## src/rtl/my_struct_package.sv

```systemverilog
// Shared types for the cache access sequencer: command codes, FSM states
// and decode helpers. The CACHE_SEQ_SNOOP_EN macro decides whether the
// invalidate/snoop codes run a real lookup or are rejected as illegal.
package my_struct_package;

  localparam int CMD_W = 4;

  typedef enum logic [CMD_W-1:0] {
    READ_D  = 4'd0,
    WRITE_D = 4'd1,
    FETCH_I = 4'd2,
    INVAL   = 4'd3,
    SNOOP   = 4'd4,
    CLEAR   = 4'd8,
    PRINT   = 4'd9
  } cmd_code_t;

  typedef enum logic [2:0] {
    S_IDLE,
    S_LOOKUP,
    S_UPDATE,
    S_CLEAR,
    S_PRINT,
    S_FINISH
  } seq_state_t;

  // Codes that always update the cache and feed hit/miss statistics
  function automatic logic is_stat(input logic [CMD_W-1:0] c);
    return (c == READ_D) || (c == WRITE_D) || (c == FETCH_I);
  endfunction

  // Codes that run the read_enable lookup phase
  function automatic logic is_lookup(input logic [CMD_W-1:0] c);
`ifdef CACHE_SEQ_SNOOP_EN
    return is_stat(c) || (c == INVAL) || (c == SNOOP);
`else
    return is_stat(c);
`endif
  endfunction

endpackage

```

## src/rtl/sat_counter.sv

```systemverilog
// Statistics counter that sticks at all-ones instead of wrapping.
module sat_counter #(
  parameter int CNT_W = 32
) (
  input  logic             clk,
  input  logic             rst,
  input  logic             inc,
  input  logic             clr,
  output logic [CNT_W-1:0] cnt
);

  // Clear wins over increment; hold once every bit is set
  always_ff @(posedge clk or negedge rst) begin
    if (!rst)                  cnt <= '0;
    else if (clr)              cnt <= '0;
    else if (inc && cnt != '1) cnt <= cnt + 1'b1;
  end

endmodule

```

## src/rtl/cache_access_sequencer.sv

```systemverilog
// Steps one trace command at a time through lookup/update phases on the
// split L1 caches (data 8-way, instruction 4-way), issues clear/print
// requests and keeps saturating hit/miss statistics.
// Optional: CACHE_SEQ_SNOOP_EN enables the invalidate/snoop lookup path.
module cache_access_sequencer
  import my_struct_package::*;
#(
  parameter int ADDR_W     = 32,
  parameter int CNT_W      = 32,
  parameter int LOOKUP_LAT = 1
) (
  input  logic              clk,
  input  logic              rst,
  input  logic              cmd_valid,
  output logic              cmd_ready,
  input  logic [CMD_W-1:0]  cmd_n,
  input  logic [ADDR_W-1:0] cmd_addr,
  input  logic              hit,
  input  logic              hitM,
  output logic              sel_d,
  output logic              sel_i,
  output logic              read_enable,
  output logic              write_enable,
  output logic [ADDR_W-1:0] addr_out,
  output logic              clear_req,
  output logic              print_req,
  output logic              done,
  output logic              illegal,
  output logic [CNT_W-1:0]  read_cnt,
  output logic [CNT_W-1:0]  write_cnt,
  output logic [CNT_W-1:0]  hit_cnt,
  output logic [CNT_W-1:0]  miss_cnt
);

  localparam int LAT_W = (LOOKUP_LAT > 1) ? $clog2(LOOKUP_LAT) : 1;
  localparam logic [LAT_W-1:0] LAT_LAST = LAT_W'(LOOKUP_LAT - 1);

  seq_state_t       state;
  logic [CMD_W-1:0] code_q;
  logic [LAT_W-1:0] lat_cnt;

  logic accept, lookup_last, stat_sample;
  logic rd_inc, wr_inc, hit_inc, miss_inc, cnt_clr;

  // hitM is carried to the MESI FSM by the caches themselves; the
  // sequencer has no decision that depends on it yet.
  logic unused_hitm;
  assign unused_hitm = hitM;

  assign accept      = (state == S_IDLE) && cmd_valid && cmd_ready;
  assign lookup_last = (state == S_LOOKUP) && (lat_cnt == LAT_LAST);
  assign stat_sample = lookup_last && is_stat(code_q);

  assign rd_inc   = accept && ((cmd_n == READ_D) || (cmd_n == FETCH_I));
  assign wr_inc   = accept && (cmd_n == WRITE_D);
  assign hit_inc  = stat_sample && hit;
  assign miss_inc = stat_sample && !hit;
  assign cnt_clr  = accept && (cmd_n == CLEAR);

  // Command FSM; every strobe is registered and set on entry to its state
  always_ff @(posedge clk or negedge rst) begin
    if (!rst) begin
      state        <= S_IDLE;
      code_q       <= '0;
      lat_cnt      <= '0;
      cmd_ready    <= 1'b1;
      sel_d        <= 1'b0;
      sel_i        <= 1'b0;
      read_enable  <= 1'b0;
      write_enable <= 1'b0;
      addr_out     <= '0;
      clear_req    <= 1'b0;
      print_req    <= 1'b0;
      done         <= 1'b0;
      illegal      <= 1'b0;
    end else begin
      case (state)
        S_IDLE: begin
          if (accept) begin
            code_q    <= cmd_n;
            addr_out  <= cmd_addr;
            cmd_ready <= 1'b0;
            lat_cnt   <= '0;
            if (is_lookup(cmd_n)) begin
              state       <= S_LOOKUP;
              read_enable <= 1'b1;
              sel_i       <= (cmd_n == FETCH_I);
              sel_d       <= (cmd_n != FETCH_I);
            end else if (cmd_n == CLEAR) begin
              state        <= S_CLEAR;
              clear_req    <= 1'b1;
              write_enable <= 1'b1;
              sel_d        <= 1'b1;
              sel_i        <= 1'b1;
            end else if (cmd_n == PRINT) begin
              state     <= S_PRINT;
              print_req <= 1'b1;
            end else begin
              state   <= S_FINISH;
              done    <= 1'b1;
              illegal <= 1'b1;
            end
          end
        end
        S_LOOKUP: begin
          if (lat_cnt == LAT_LAST) begin
            read_enable <= 1'b0;
            // Invalidate/snoop only touch the line when it is present
            if (is_stat(code_q) || hit) begin
              state        <= S_UPDATE;
              write_enable <= 1'b1;
            end else begin
              state <= S_FINISH;
              done  <= 1'b1;
            end
          end else begin
            lat_cnt <= lat_cnt + 1'b1;
          end
        end
        S_UPDATE: begin
          write_enable <= 1'b0;
          state        <= S_FINISH;
          done         <= 1'b1;
        end
        S_CLEAR: begin
          clear_req    <= 1'b0;
          write_enable <= 1'b0;
          state        <= S_FINISH;
          done         <= 1'b1;
        end
        S_PRINT: begin
          print_req <= 1'b0;
          state     <= S_FINISH;
          done      <= 1'b1;
        end
        S_FINISH: begin
          done      <= 1'b0;
          illegal   <= 1'b0;
          sel_d     <= 1'b0;
          sel_i     <= 1'b0;
          cmd_ready <= 1'b1;
          state     <= S_IDLE;
        end
        default: state <= S_IDLE;
      endcase
    end
  end

  sat_counter #(.CNT_W(CNT_W)) u_read_cnt (
    .clk(clk), .rst(rst), .inc(rd_inc), .clr(cnt_clr), .cnt(read_cnt)
  );
  sat_counter #(.CNT_W(CNT_W)) u_write_cnt (
    .clk(clk), .rst(rst), .inc(wr_inc), .clr(cnt_clr), .cnt(write_cnt)
  );
  sat_counter #(.CNT_W(CNT_W)) u_hit_cnt (
    .clk(clk), .rst(rst), .inc(hit_inc), .clr(cnt_clr), .cnt(hit_cnt)
  );
  sat_counter #(.CNT_W(CNT_W)) u_miss_cnt (
    .clk(clk), .rst(rst), .inc(miss_inc), .clr(cnt_clr), .cnt(miss_cnt)
  );

endmodule

```

## config.mk

```make
export PLATFORM = sky130hd
export DESIGN_NAME = cache_access_sequencer
export DESIGN_NICKNAME = d
export VERILOG_FILES = /design/src/rtl/my_struct_package.sv /design/src/rtl/sat_counter.sv /design/src/rtl/cache_access_sequencer.sv
export SDC_FILE = /design/constraint.sdc
export NUM_CORES = 1
export LEC_CHECK = 0
export ABC_AREA = 1
export CORE_MARGIN = 8
export CORE_UTILIZATION = 58
export DETAILED_ROUTE_END_ITERATION = 7
export DONT_BUFFER_PORTS = 1
export HOLD_SLACK_MARGIN = 0.08
export PLACE_DENSITY = 0.76
export SLEW_MARGIN = 30
export SYNTH_ARGS = -nofsm -noshare
export SYNTH_HDL_FRONTEND = slang
export SYNTH_SLANG_ARGS = --single-unit
```

## constraint.sdc

```tcl
create_clock -name clk -period 1.83 [get_ports clk]
set_clock_uncertainty 0.2 [all_clocks]
set_input_delay 0.4575 -clock clk [delete_from_list [all_inputs] [get_ports clk]]
set_output_delay 0.4575 -clock clk [all_outputs]
set_load 0.02 [all_outputs]
```

==> flow_summary_export.csv <==
group,metric,value,unit
run_status,status,"complete, but fails checks",
run_status,violations,"hold timing, setup timing",
flow_run,max_cap_viol_count,0,
setup_path,required,1.97,ns
logic_synthesis,yosysMostFrequentCell,"nand2_1",
power_and_ir_drop,power.density,881,nW/um^2
timing,setup_ws,-0.175,ns
final_layout,final_cell_area,14400,um^2
timing,holdWs,-0.499,ns
setup_path,worst_ep_arrival_time,2.14,ns
timing,fmax,0.499,GHz
floorplan,die_h,152,um
placed_design,dp_hpwl,23700,um
cts,clk_latency,0.45,ns
route,wl_met3,4120,um
logic_synthesis,syn_nets,1635,
logic_synthesis,ys_seq_elements,176,
route,wirelength,37700,um
power_and_ir_drop,ir_drop,1.19,mV
cts,clockBufferDepth,2,
final_layout,final_cell_count_no_fill,2080,
floorplan,die-area,23100,um^2
logic_synthesis,avgSynthCellArea,6.73,um^2
timing,hold_violations,176,
grt,grt_start_max_net_pins,177,
cts,clk_pin_slew,0.09,ns
cts,cts_buffers,17,
setup_path,crit_path_cell_trace,"inv_4, nand3_2, nor2_4, buf_6, nand2_8, clkbuf_16, clkbuf_16, nand4_1, nand2_1",
logic_synthesis,synth-compound-area-share,1.43,%
route,via_count,11900,
logic_synthesis,netlist.area_leader.share,40.9,%
route,vias_per_cell,5.74,
floorplan,ios,210,
floorplan,rows,49,
final_layout,nNetsFinal,1882,
cts,clock-root-buffer,"clkbuf_16",
floorplan,fp.coreArea,18000,um^2
final_layout,drive_gt1_share,20.9,%
final_layout,area_growth,34.4,%
cts,postCtsHoldBufs,36,
route,first_pass_iters,6,
logic_synthesis,ys_seq_area_share,41.2,%
grt,grt_pass1_vias,10900,
logic_synthesis,yosys.area_share.adder,0.468,%
setup_path,end_kind,"flip-flop",
cts,cts_tree,"done",
floorplan,fp.dieW,152,um
logic_synthesis,synthTopCellsByArea,"dfrtp_1, nand2_1, nand3_1",
logic_synthesis,synthMuxAreaShare,0,%
logic_synthesis,async_flop_share,100,%
timing,period_needed,2.01,ns
route,wl_per_cell,18.1,um
timing,maxSlewViolCount,0,
setup_path,crit_path_frequent_cell,"clkbuf_16",
grt,grt_usage,28.7,%
route,final_antenna_net_count,0,
setup_path,critical-path-slowest-cell,"dfrtp_2",
power_and_ir_drop,p_leak,7.15,nW
min_path,hp-class,"input port to async pin",
logic_synthesis,synth.top_cells.by_count,"nand2_1, nor2_1, nand3_1, dfrtp_1, inv_1",
cts,htree_levels,4,
setup_path,critPathMaxStageDelay,0.46,ns
timing,slew_headroom,66.8,%
route,drtIter0Drc,1235,
logic_synthesis,ys.flop_type,"dfrtp_1",
route,dr.max_layer_used,"met4",
grt,grt_pass1_wl,55100,um
setup_path,crit_buf_inv,4,
timing,tightest_slew,0.495,ns
placed_design,port_buffers,0,
logic_synthesis,synth-xor-area-share,4.91,%
grt,grt_overflow,0,
logic_synthesis,yosys.area.top_type,"dfrtp_1",
timing,post-route-period-util,110,%
placed_design,place_congestion,0.934,
route,drc,0,
logic_synthesis,yosysUniqueCellTypes,32,
logic_synthesis,synth-simple-area-share,45.3,%
route,met2_wirelength,18100,um
route,wl_met1,13700,um
timing,setup_viol,130,
placed_design,placedCellCount,1979,
setup_path,path_class,"flip-flop to flip-flop",
setup_path,cp_top_family,"buffers and inverters",
logic_synthesis,ys.warnings.count,0,
logic_synthesis,syn_inst,1590,
setup_path,crit_fanout,8,
logic_synthesis,synth_area,10700,um^2
timing,grt_setup_unrepaired,"true",
floorplan,initial_core_util,59.4,%
logic_synthesis,synth_edf_count,0,
cts,clock_sinks,176,
grt,antenna_found_initial,1,
logic_synthesis,synth_top_family_by_area,"simple AND/OR/NAND/NOR gates",
placed_design,placed_cell_area,12500,um^2
setup_path,cp-start-kind,"flip-flop",
-- routing by layer --
| layer | vias up | GRT usage, % |
|---|---|---|
| met5 | - | 0 |
| met4 | 0 | 11.6 |
| met3 | 163 | 8.44 |
| met2 | 752 | 47.6 |
| met1 | 5476 | 34.3 |
| li1 | 5552 | - |
-- cells in the final DEF, fill, tap and decap left out, types with 21 or more instances in the layout --
cell	count
nand2_1	632
dfrtp_1	162
inv_1	99
xnor2_1	24
nand3_1	177
buf_4	205
clkbuf_16	23
xor2_1	36
nand3_2	21
nor2_1	215
nand4_1	55
dlygate4sd3_1	36
-- kinds of logic (layout without fill, tap and decap cells) --
group	Yosys count	count (layout)
AO/OA/AOI/OAI	27	27
adder cells (fa/ha/maj)	4	4
other	0	1
buffers and inverters	163	423
AND/OR/NAND/NOR	1160	1160
flip-flops	176	176
XOR/XNOR	60	60
-- worst register-to-register path: cells and delay by family, from the launching register on --
kind | cells | cell delay (ns)
and+or+nand+nor | 5 | 0.58
DFF | 1 | 0.46
buffers and inverters | 4 | 0.66
-- repair_timing --
item                                   CTS  global route
pin swaps                                5            40
setup endpoints to repair              126           172
gates resized for setup                 18           116
endpoints found under the hold margin  212           176
cloned                                   3            10
buffers inserted                        10             9
-- power breakdown --
part           total [W]  switching [W]  internal, W
Clock            0.00390        0.00198      0.00192
Combinational    0.00323        0.00192      0.00131
Sequential       0.00554        0.00103      0.00451
-- cell type report --
type | instances | area [um^2]
fillers | 1207 | 3640
inverters | 111 | 450
diodes | 1 | 2.50
well taps | 229 | 287
multi-input cells | 1251 | 5980
clock buffers | 17 | 425
flip-flops and latches | 176 | 4420
clock inverters | 15 | 221
repair buffers | 280 | 2600
-- path summary, 6_finish.rpt --
check / from / depth (start not counted) / slack (ns) / endpoint
setup / recovery: state[2] / 9 / -0.18 / u_write_cnt.cnt[17]
hold / removal: rst / 0 / -0.50 / addr_out[19]
setup reg to reg: state[2] / 9 / -0.18 / u_write_cnt.cnt[17]
hold reg to reg: code_q[3] / 2 / 0.30 / code_q[3]
max in group asynchronous: rst / 0 / 1.57 / u_write_cnt.cnt[6]
min in group clk: cmd_n[1] / 3 / 0.17 / code_q[1]
-- state kept, by name (all words and copies together), names as in the netlist --
register	flops
code_q	4
sel_d	1
addr_out	32
u_read_cnt.cnt	32
u_hit_cnt.cnt	32
illegal	1
u_write_cnt.cnt	32
write_enable	1
cmd_ready	1
done	1
read_enable	1
clear_req	1
sel_i	1
print_req	1
u_miss_cnt.cnt	32
state	3
-- per-stage QoR --
stage | hold WS, ns | worst slack (ns) | setup TNS [ns] | utilization, % | total power [W]
global placement | -0.0329 | -0.0852 | -5.60 | 69.2 | 0.00790
global route | -0.530 | -0.223 | -20.13 | 79.8 | 0.0132
detailed placement | -0.0338 | -0.132 | -6.77 | 69.2 | 0.00804
floorplan | -0.0381 | -0.00784 | -0.0235 | - | 0.00702
finish | -0.499 | -0.175 | -11.00 | 79.8 | 0.0127
CTS | -0.512 | -0.00732 | -0.0344 | 76.2 | 0.0121
Power figures use the tool's default switching activity.
